==> config.mk <==
export PLATFORM = sky130hd
export DESIGN_NAME = decode_exec_reg
export DESIGN_NICKNAME = d
export VERILOG_FILES = /design/src/rtl/decode_exec_reg.sv
export SDC_FILE = /design/constraint.sdc
export NUM_CORES = 1
export LEC_CHECK = 0
export CAP_MARGIN = 20
export CORE_AREA = 2 2 133 135
export CTS_CLUSTER_DIAMETER = 40
export CTS_CLUSTER_SIZE = 16
export DETAILED_ROUTE_END_ITERATION = 16
export DIE_AREA = 0 0 135 137
export PLACE_DENSITY_LB_ADDON = 0.05
export SLEW_MARGIN = 20
export SYNTH_ARGS = -nofsm -noshare
export SYNTH_HDL_FRONTEND = slang
export SYNTH_SLANG_ARGS = --single-unit
==> constraint.sdc <==
create_clock -name clk -period 3 [get_ports clk]
set_input_delay 0.45 -clock clk [delete_from_list [all_inputs] [get_ports clk]]
set_output_delay 0.45 -clock clk [all_outputs]
set_load 0.01 [all_outputs]
==> src/rtl/decode_exec_reg.sv <==
// rtl/decode_exec_reg.sv - decode-to-execute pipeline register with load-use bubble, flush and backpressure
// Optional DECODE_EXEC_STATS_EN adds bubbleCnt/stallCnt event counters.
module decode_exec_reg #(
    parameter int XLEN    = 32,
    parameter int ALUOP_W = 4
) (
    input  logic               clk,
    input  logic               rst_n,
    input  logic               idValid,
    output logic               idReady,
    input  logic [XLEN-1:0]    idPc,
    input  logic [4:0]         idRa1,
    input  logic [4:0]         idRa2,
    input  logic               idUsesRs1,
    input  logic               idUsesRs2,
    input  logic [XLEN-1:0]    idR1Val,
    input  logic [XLEN-1:0]    idR2Val,
    input  logic [XLEN-1:0]    idImm,
    input  logic [4:0]         idRd,
    input  logic               idRegWrite,
    input  logic               idMemRead,
    input  logic               idMemWrite,
    input  logic [ALUOP_W-1:0] idAluOp,
    input  logic [2:0]         idFunct3,
    input  logic               exReady,
    input  logic               execMemValid,
    input  logic               flush,
    output logic               exValid,
    output logic [XLEN-1:0]    exPc,
    output logic [XLEN-1:0]    exR1Val,
    output logic [XLEN-1:0]    exR2Val,
    output logic [XLEN-1:0]    exImm,
    output logic [4:0]         exRa1,
    output logic [4:0]         exRa2,
    output logic [4:0]         exRd,
    output logic               exRegWrite,
    output logic               exMemRead,
    output logic               exMemWrite,
    output logic [ALUOP_W-1:0] exAluOp,
    output logic [2:0]         exFunct3
`ifdef DECODE_EXEC_STATS_EN
    ,
    output logic [31:0]        bubbleCnt,
    output logic [31:0]        stallCnt
`endif
);

    typedef struct packed {
        logic [XLEN-1:0]    pc;
        logic [XLEN-1:0]    r1;
        logic [XLEN-1:0]    r2;
        logic [XLEN-1:0]    imm;
        logic [4:0]         ra1;
        logic [4:0]         ra2;
        logic [4:0]         rd;
        logic               reg_write;
        logic               mem_read;
        logic               mem_write;
        logic [ALUOP_W-1:0] alu_op;
        logic [2:0]         funct3;
    } ex_fields_t;

    ex_fields_t fields_q, fields_d;
    logic       valid_q, valid_d;
    logic       advance;
    logic       load_use;
    logic       rs1_hit, rs2_hit;

    assign advance  = !valid_q || exReady;
    assign rs1_hit  = idUsesRs1 && (idRa1 == fields_q.rd);
    assign rs2_hit  = idUsesRs2 && (idRa2 == fields_q.rd);
    // Load data not yet back: a dependent consumer must wait one slot.
    assign load_use = valid_q && fields_q.mem_read && !execMemValid &&
                      (fields_q.rd != 5'd0) && (rs1_hit || rs2_hit);
    assign idReady  = advance && !load_use && !flush;

    always_comb begin
        fields_d = fields_q;
        valid_d  = valid_q;
        if (flush) begin
            valid_d            = 1'b0;
            fields_d.reg_write = 1'b0;
            fields_d.mem_read  = 1'b0;
            fields_d.mem_write = 1'b0;
        end else if (advance) begin
            if (!load_use && idValid) begin
                valid_d            = 1'b1;
                fields_d.pc        = idPc;
                fields_d.r1        = idR1Val;
                fields_d.r2        = idR2Val;
                fields_d.imm       = idImm;
                fields_d.ra1       = idRa1;
                fields_d.ra2       = idRa2;
                fields_d.rd        = idRd;
                fields_d.reg_write = idRegWrite;
                fields_d.mem_read  = idMemRead;
                fields_d.mem_write = idMemWrite;
                fields_d.alu_op    = idAluOp;
                fields_d.funct3    = idFunct3;
            end else begin
                // Bubble or empty slot: data is kept, only validity and side effects drop.
                valid_d            = 1'b0;
                fields_d.reg_write = 1'b0;
                fields_d.mem_read  = 1'b0;
                fields_d.mem_write = 1'b0;
            end
        end
    end

    always_ff @(posedge clk or negedge rst_n) begin
        if (!rst_n) begin
            fields_q <= '0;
            valid_q  <= 1'b0;
        end else begin
            fields_q <= fields_d;
            valid_q  <= valid_d;
        end
    end

    assign exValid    = valid_q;
    assign exPc       = fields_q.pc;
    assign exR1Val    = fields_q.r1;
    assign exR2Val    = fields_q.r2;
    assign exImm      = fields_q.imm;
    assign exRa1      = fields_q.ra1;
    assign exRa2      = fields_q.ra2;
    assign exRd       = fields_q.rd;
    assign exRegWrite = fields_q.reg_write && valid_q;
    assign exMemRead  = fields_q.mem_read && valid_q;
    assign exMemWrite = fields_q.mem_write && valid_q;
    assign exAluOp    = fields_q.alu_op;
    assign exFunct3   = fields_q.funct3;

`ifdef DECODE_EXEC_STATS_EN
    logic [31:0] bubble_cnt_q, bubble_cnt_d;
    logic [31:0] stall_cnt_q, stall_cnt_d;

    always_comb begin
        bubble_cnt_d = bubble_cnt_q;
        stall_cnt_d  = stall_cnt_q;
        if (!flush && advance && load_use) begin
            bubble_cnt_d = bubble_cnt_q + 32'd1;
        end
        if (!flush && idValid && !idReady) begin
            stall_cnt_d = stall_cnt_q + 32'd1;
        end
    end

    always_ff @(posedge clk or negedge rst_n) begin
        if (!rst_n) begin
            bubble_cnt_q <= '0;
            stall_cnt_q  <= '0;
        end else begin
            bubble_cnt_q <= bubble_cnt_d;
            stall_cnt_q  <= stall_cnt_d;
        end
    end

    assign bubbleCnt = bubble_cnt_q;
    assign stallCnt  = stall_cnt_q;
`endif

endmodule

==> impl_metrics.env, run 1 <==
export IMPL_drc=0
export IMPL_wl_microns=16340
export IMPL_die_width_microns=135
export IMPL_htreeDepth=4
export IMPL_min_period_over_period=0.9312
export IMPL_leakage_uw=0.004250
export IMPL_synth_distinct_cells=23
export IMPL_cp_num_cells=4
export IMPL_grt_antenna_before_repair=1
export IMPL_root_buffer="clkbuf_16"
export IMPL_start_kind="flip-flop"
export IMPL_core_area_sq_um=17060
export IMPL_power_density_nw_per_um2=647.5
export IMPL_vias_per_cell=4.571
export IMPL_cap_violations=0
export IMPL_synthMuxAreaShare=0.2619
export IMPL_clock_latency_ns=0.42
export IMPL_syn_to_final_growth_pct=39.77
export IMPL_synth_compound_area_frac=0.008454
export IMPL_ys_seq_elements=154
export IMPL_crit_family="simple AND/OR/NAND/NOR gates"
export IMPL_synth_xor_area_frac=0.01208
export IMPL_synthCells=501
export IMPL_rr_worst_depth=5
export IMPL_layout_nets=837
export IMPL_wl_per_cell_microns=17.88
export IMPL_fmax_ghz=0.3580
export IMPL_syn_area_sq_um=7252
export IMPL_critPathRequiredTime_ns=2.55
export IMPL_dieArea_sq_um=18500
export IMPL_ys_warn_count=0
export IMPL_ys_seq_area_frac=0.5314
export IMPL_min_path_type="primary input to asynchronous set/reset pin"
export IMPL_clk_pin_slew_worst_paths_ns=0.06
export IMPL_first_pass_iters=4
export IMPL_ant_nets=0
export IMPL_tightest_slew_ns=0.6020
export IMPL_grt_pass1_vias=4494
export IMPL_post_cts_buffers=0
export IMPL_crit_path_cell_trace="or4_1, o21ai_1, o211a_1, clkdlybuf4s50_1"
export IMPL_grt_overflow=0
export IMPL_synth_top_family_by_area="multiplexers"
export IMPL_drv_slew=0
export IMPL_ir_drop_uv=366.9
export IMPL_grt_max_degree=73
export IMPL_slowest_stage="or4_1"
export IMPL_grt_usage=0.1780
export IMPL_place_gp_congestion=0.7859
export IMPL_finalPower_uw=6563
export IMPL_slew_headroom=0.5987
export IMPL_grt_pass1_wl_microns=24810
export IMPL_drive_gt1_frac=0.2747
export IMPL_layout_min_cycle_time_ns=2.794
export IMPL_tns_ns=0
export IMPL_cts_sinks=154
export IMPL_initial_core_util=0.4252
export IMPL_placementRows=48
export IMPL_skew_ns=0.006381
export IMPL_worstPathArrival_ns=2.34
export IMPL_synth_fp_nets=662
export IMPL_numCtsBuffers=17
export IMPL_io_pins=316
export IMPL_rsz0062_at_grt="no"
export IMPL_hold_buffers=0
export IMPL_crit_fanout=5
export IMPL_die_h_microns=137
export IMPL_cp_end_kind="primary output"
export IMPL_syn_area_per_cell_sq_um=14.47
export IMPL_critPathMaxStageDelay_ns=0.55
export IMPL_synthAdderAreaFrac=0
export IMPL_cts_tree="built"
export IMPL_setup_worst_path_class="flip-flop to primary output"
export IMPL_setup_viol=0
export IMPL_numPortBuffers=315
export IMPL_vias=4178
export IMPL_postCtsResizedCells=0
export IMPL_synthSimpleGateAreaFrac=0.008627
export IMPL_dp_final_hpwl_microns=12370
export IMPL_hold_viol_final=0
export IMPL_cts_max_path_buffers=2
export IMPL_path_buf_inv=1
export IMPL_drt_iter0_drc=102
export IMPL_run_status="finished, final reports clean"
-- area by class of cell --
type | instances | area (sq um)
repair buffers | 323 | 3277
multi-input cells | 178 | 2120
well taps | 225 | 281.5
diodes | 1 | 2.502
clock inverters | 11 | 147.6
flip-flops and latches | 154 | 3854
clock buffers | 20 | 446.7
fillers | 1368 | 6920
inverters | 2 | 7.507
-- path summary, 6_finish.rpt --
| path | slack [ns] | startpoint | endpoint |
|---|---|---|---|
| max | 0.21 | exRd[0] | idReady |
| min | 0.004 | rst_n | exR1Val[0] |
| max reg2reg | 0.56 | exRd[0] | exImm[2] |
| min reg2reg | 0.50 | fields_q[9] | fields_q[9] |
| max in group asynchronous | 2.15 | rst_n | exR1Val[27] |
| min in group clk | 0.50 | fields_q[9] | fields_q[9] |
-- metrics by stage --
step / util / area, sq um / cells / hold slack, ns / worst slack, ns
2_1_floorplan: - / 7252 / 501 / 0.1544 / 0.8840
3_3_place_gp: 0.5593 / 9539 / 882 / 0.4699 / 0.2692
3_5_place_dp: 0.5593 / 9539 / 882 / 0.4792 / 0.1972
4_1_cts: 0.5941 / 10130 / 913 / 0.02484 / 0.1794
5_1_grt: 0.5943 / 10140 / 914 / 0.03949 / 0.1125
6_report: 0.5943 / 10140 / 914 / 0.004248 / 0.2065
-- where the power goes --
group / leakage [uW] / internal [uW] / total (uW) / switching [uW]
sequential: 0.00182 / 2440 / 2650 / 210
clock: 0.000278 / 1320 / 2150 / 827
combinational: 0.00216 / 1170 / 1770 / 591
-- Yosys cell counts, drive strengths merged --
master	n	share of area
nor2	2	0.0010
nand2	1	0.00052
inv	2	0.0010
or2	1	0.00086
xor2	8	0.0097
and2	3	0.0026
o211a	1	0.0014
a32oi	1	0.0012
buf	167	0.18
xnor2	2	0.0024
a22o	3	0.0036
or4	1	0.0010
dfrtp	154	0.53
o21ai	1	0.00069
nand2b	1	0.00086
nor4	2	0.0017
mux2	150	0.26
o2111a	1	0.0016
-- sequential cells by signal, indices dropped and copies added (netlist names) --
name and count:
exAluOp 4, exRd 5, exR2Val 32, fields_q 3, exImm 32, exPc 32, exR1Val 32, exValid 1
exRa1 5, exFunct3 3, exRa2 5
-- cells by family after synthesis --
| group | count (synthesis) |
|---|---|
| xor gates and xnor gates | 10 |
| buffers and inverters | 169 |
| muxes | 150 |
| DFF | 154 |
| AOI/OAI and AO/OA | 7 |
| and+or+nand+nor | 11 |
-- cells in the final DEF, fill, tap and decap left out, drive strengths merged, types with 2 or more instances in the layout --
master / netlist / final
clkdlybuf4s50: 0 / 314
dfrtp: 154 / 154
mux2: 150 / 150
clkbuf: 0 / 20
buf: 167 / 9
xor2: 8 / 8
clkinvlp: 0 / 4
clkinv: 0 / 4
a22o: 3 / 3
bufinv: 0 / 3
and2: 3 / 3
nor4: 2 / 2
xnor2: 2 / 2
nor2: 2 / 2
inv: 2 / 2
-- worst register-to-register path, cell delays in order, from the launching register on --
cell and delay, ns:
dfrtp_1 0.44, or4_1 0.56, o21ai_1 0.23, o2111a_4 0.40, buf_12 0.29, mux2_2 0.41
-- layer usage --
metal  track usage  wire length (microns)  up-vias
li1              -                      -     1893
met1        0.1996                   6171     2049
met2        0.2981                   8172      204
met3       0.06741                   1501       32
met4       0.08912                    498        0
met5             0                      0        -
No activity file was read; power rests on OpenSTA's default activity.
==> run 2: changes to the inputs <==
HOLD_SLACK_MARGIN = 0.1   (was not set)
SLEW_MARGIN = 30   (was 20)
==> run 2 against run 1 <==
Power barely moved. Sequential power barely moved. Largest power group unchanged. Critical path type unchanged. Routed wire length unchanged.
==> impl_metrics.env, run 2 (synthesized netlist as in run 1, its figures left out) <==
export IMPL_run_status="finished, final reports clean"
export IMPL_cp_end_kind="primary output"
export IMPL_vias_per_cell=4.569
export IMPL_slowest_stage="or4_1"
export IMPL_crit_path_cell_trace="or4_1, o21ai_1, o211a_1, clkdlybuf4s50_1"
export IMPL_dieArea_sq_um=18500
export IMPL_finalNonFillerCells=915
export IMPL_grt_overflow=0
export IMPL_crit_fanout=5
export IMPL_skew_ns=0.006414
export IMPL_drt_iter0_drc=99
export IMPL_ant_nets=0
export IMPL_layout_min_cycle_time_ns=2.793
export IMPL_syn_to_final_growth_pct=39.91
export IMPL_fmax_ghz=0.3580
export IMPL_setup_worst_path_class="flip-flop to primary output"
export IMPL_drv_slew=0
export IMPL_clk_pin_slew_worst_paths_ns=0.06
export IMPL_grt_pass1_vias=4496
export IMPL_finalPower_uw=6564
export IMPL_hold_depth=1
export IMPL_vias=4181
export IMPL_r2r_slack_ns=0.56
export IMPL_postCtsResizedCells=0
export IMPL_worstPathArrival_ns=2.34
export IMPL_numCtsBuffers=17
export IMPL_cts_tree="built"
export IMPL_initial_core_util=0.4252
export IMPL_grt_pass1_wl_microns=24830
export IMPL_placementRows=48
export IMPL_die_h_microns=137
export IMPL_rsz0062_at_grt="no"
export IMPL_ir_drop_uv=366.7
export IMPL_drive_gt1_frac=0.2743
export IMPL_cts_max_path_buffers=2
export IMPL_io_pins=316
export IMPL_layout_common_cells="clkdlybuf4s50_1, dfrtp_1, mux2_2"
export IMPL_grt_max_degree=73
export IMPL_dpl_cell_count=882
export IMPL_r2r_start="exRd[0]"
export IMPL_setup_viol=0
export IMPL_first_pass_iters=4
export IMPL_hold_viol_final=0
export IMPL_fillCellCount=1368
export IMPL_critPathMaxStageDelay_ns=0.55
export IMPL_tns_ns=0
export IMPL_min_path_type="flip-flop to flip-flop"
export IMPL_power_density_nw_per_um2=647.0
export IMPL_start_kind="flip-flop"
export IMPL_htreeDepth=4
export IMPL_min_delay_start="fields_q[9]"
export IMPL_grt_antenna_before_repair=1
export IMPL_clock_latency_ns=0.42
export IMPL_timing_rr_end="exImm[2]"
export IMPL_dp_final_hpwl_microns=12370
export IMPL_layout_nets=838
export IMPL_slew_headroom=0.5987
export IMPL_leakage_uw=0.004254
export IMPL_root_buffer="clkbuf_16"
export IMPL_numPortBuffers=315
export IMPL_wl_microns=16340
export IMPL_hold_path_end="fields_q[9]"
export IMPL_tightest_slew_ns=0.6019
export IMPL_multi_input_area_sq_um=2120
export IMPL_grt_usage=0.1781
export IMPL_core_area_sq_um=17060
export IMPL_place_gp_congestion=0.7859
export IMPL_regArea_sq_um=3854
export IMPL_min_period_over_period=0.9311
export IMPL_drc=0
export IMPL_die_width_microns=135
export IMPL_rr_worst_depth=5
export IMPL_startpoint="exRd[0]"
export IMPL_cap_violations=0
export IMPL_critPathRequiredTime_ns=2.55
export IMPL_final_common_cell="clkdlybuf4s50_1"
export IMPL_cts_sinks=154
export IMPL_wl_per_cell_microns=17.86
==> run 2: changes by cell type in the layout (fill, tap and decap cells not counted), sizes merged <==
cell	before	now
dlygate4sd3	0	1
==> run 2: power by group <==
part / total, uW / internal, uW / switching, uW
clock network: 2150 / 1320 / 827
registers: 2650 / 2440 / 210
logic: 1770 / 1180 / 591
total: 6560 / 4940 / 1630
==> run 2: what timing repair did <==
action / in CTS / in global routing
hold buffers: 1 / 0
buffers inserted: 0 / 0
hold endpoints to repair: 62 / 0
==> run 2: how the worst max path moves through the flow <==
stage	to	slack, ns
after floorplan	exR1Val[0]	0.88
after global placement	idReady	0.27
after detailed placement	exPc[14]	0.20
after CTS	idReady	0.18
after global routing	idReady	0.11
final	idReady	0.21
==> run 2: critical path: cells and delay by family, from the launching register on <==
family | cells | cell delay, ns
flip-flops | 1 | 0.44
buffers and inverters | 1 | 0.53
AND/OR/NAND/NOR | 1 | 0.55
AO/OA/AOI/OAI | 2 | 0.40
==> run 2: metrics by stage <==
| step | area (sq um) | util | worst slack, ns | hold slack, ns |
|---|---|---|---|---|
| 3_5_place_dp | 9539 | 0.5593 | 0.1972 | 0.4792 |
| 3_3_place_gp | 9539 | 0.5593 | 0.2692 | 0.4699 |
| 4_1_cts | 10140 | 0.5947 | 0.1794 | 0.5016 |
| 5_1_grt | 10150 | 0.5949 | 0.1125 | 0.5063 |
| 2_1_floorplan | 7252 | - | 0.8840 | 0.1544 |
| 6_report | 10150 | 0.5949 | 0.2066 | 0.4973 |
==> run 2: cell type report <==
class                   count  share of cell area
well taps                 225             0.02775
clock inverters            11             0.01455
diodes                      1           0.0002466
inverters                   2           0.0007399
clock buffers              20             0.04403
flip-flops and latches    154              0.3798
repair buffers            324              0.3240
multi-input cells         178              0.2089
==> run 2: layer usage <==
layer | share of wire | wire (microns) | vias up | global-route usage
met5 | 0 | 0 | - | 0
met4 | 0.030 | 498 | 0 | 0.08912
met3 | 0.092 | 1502 | 32 | 0.06741
met2 | 0.50 | 8178 | 204 | 0.2981
met1 | 0.38 | 6164 | 2050 | 0.1999
li1 | - | - | 1895 | -
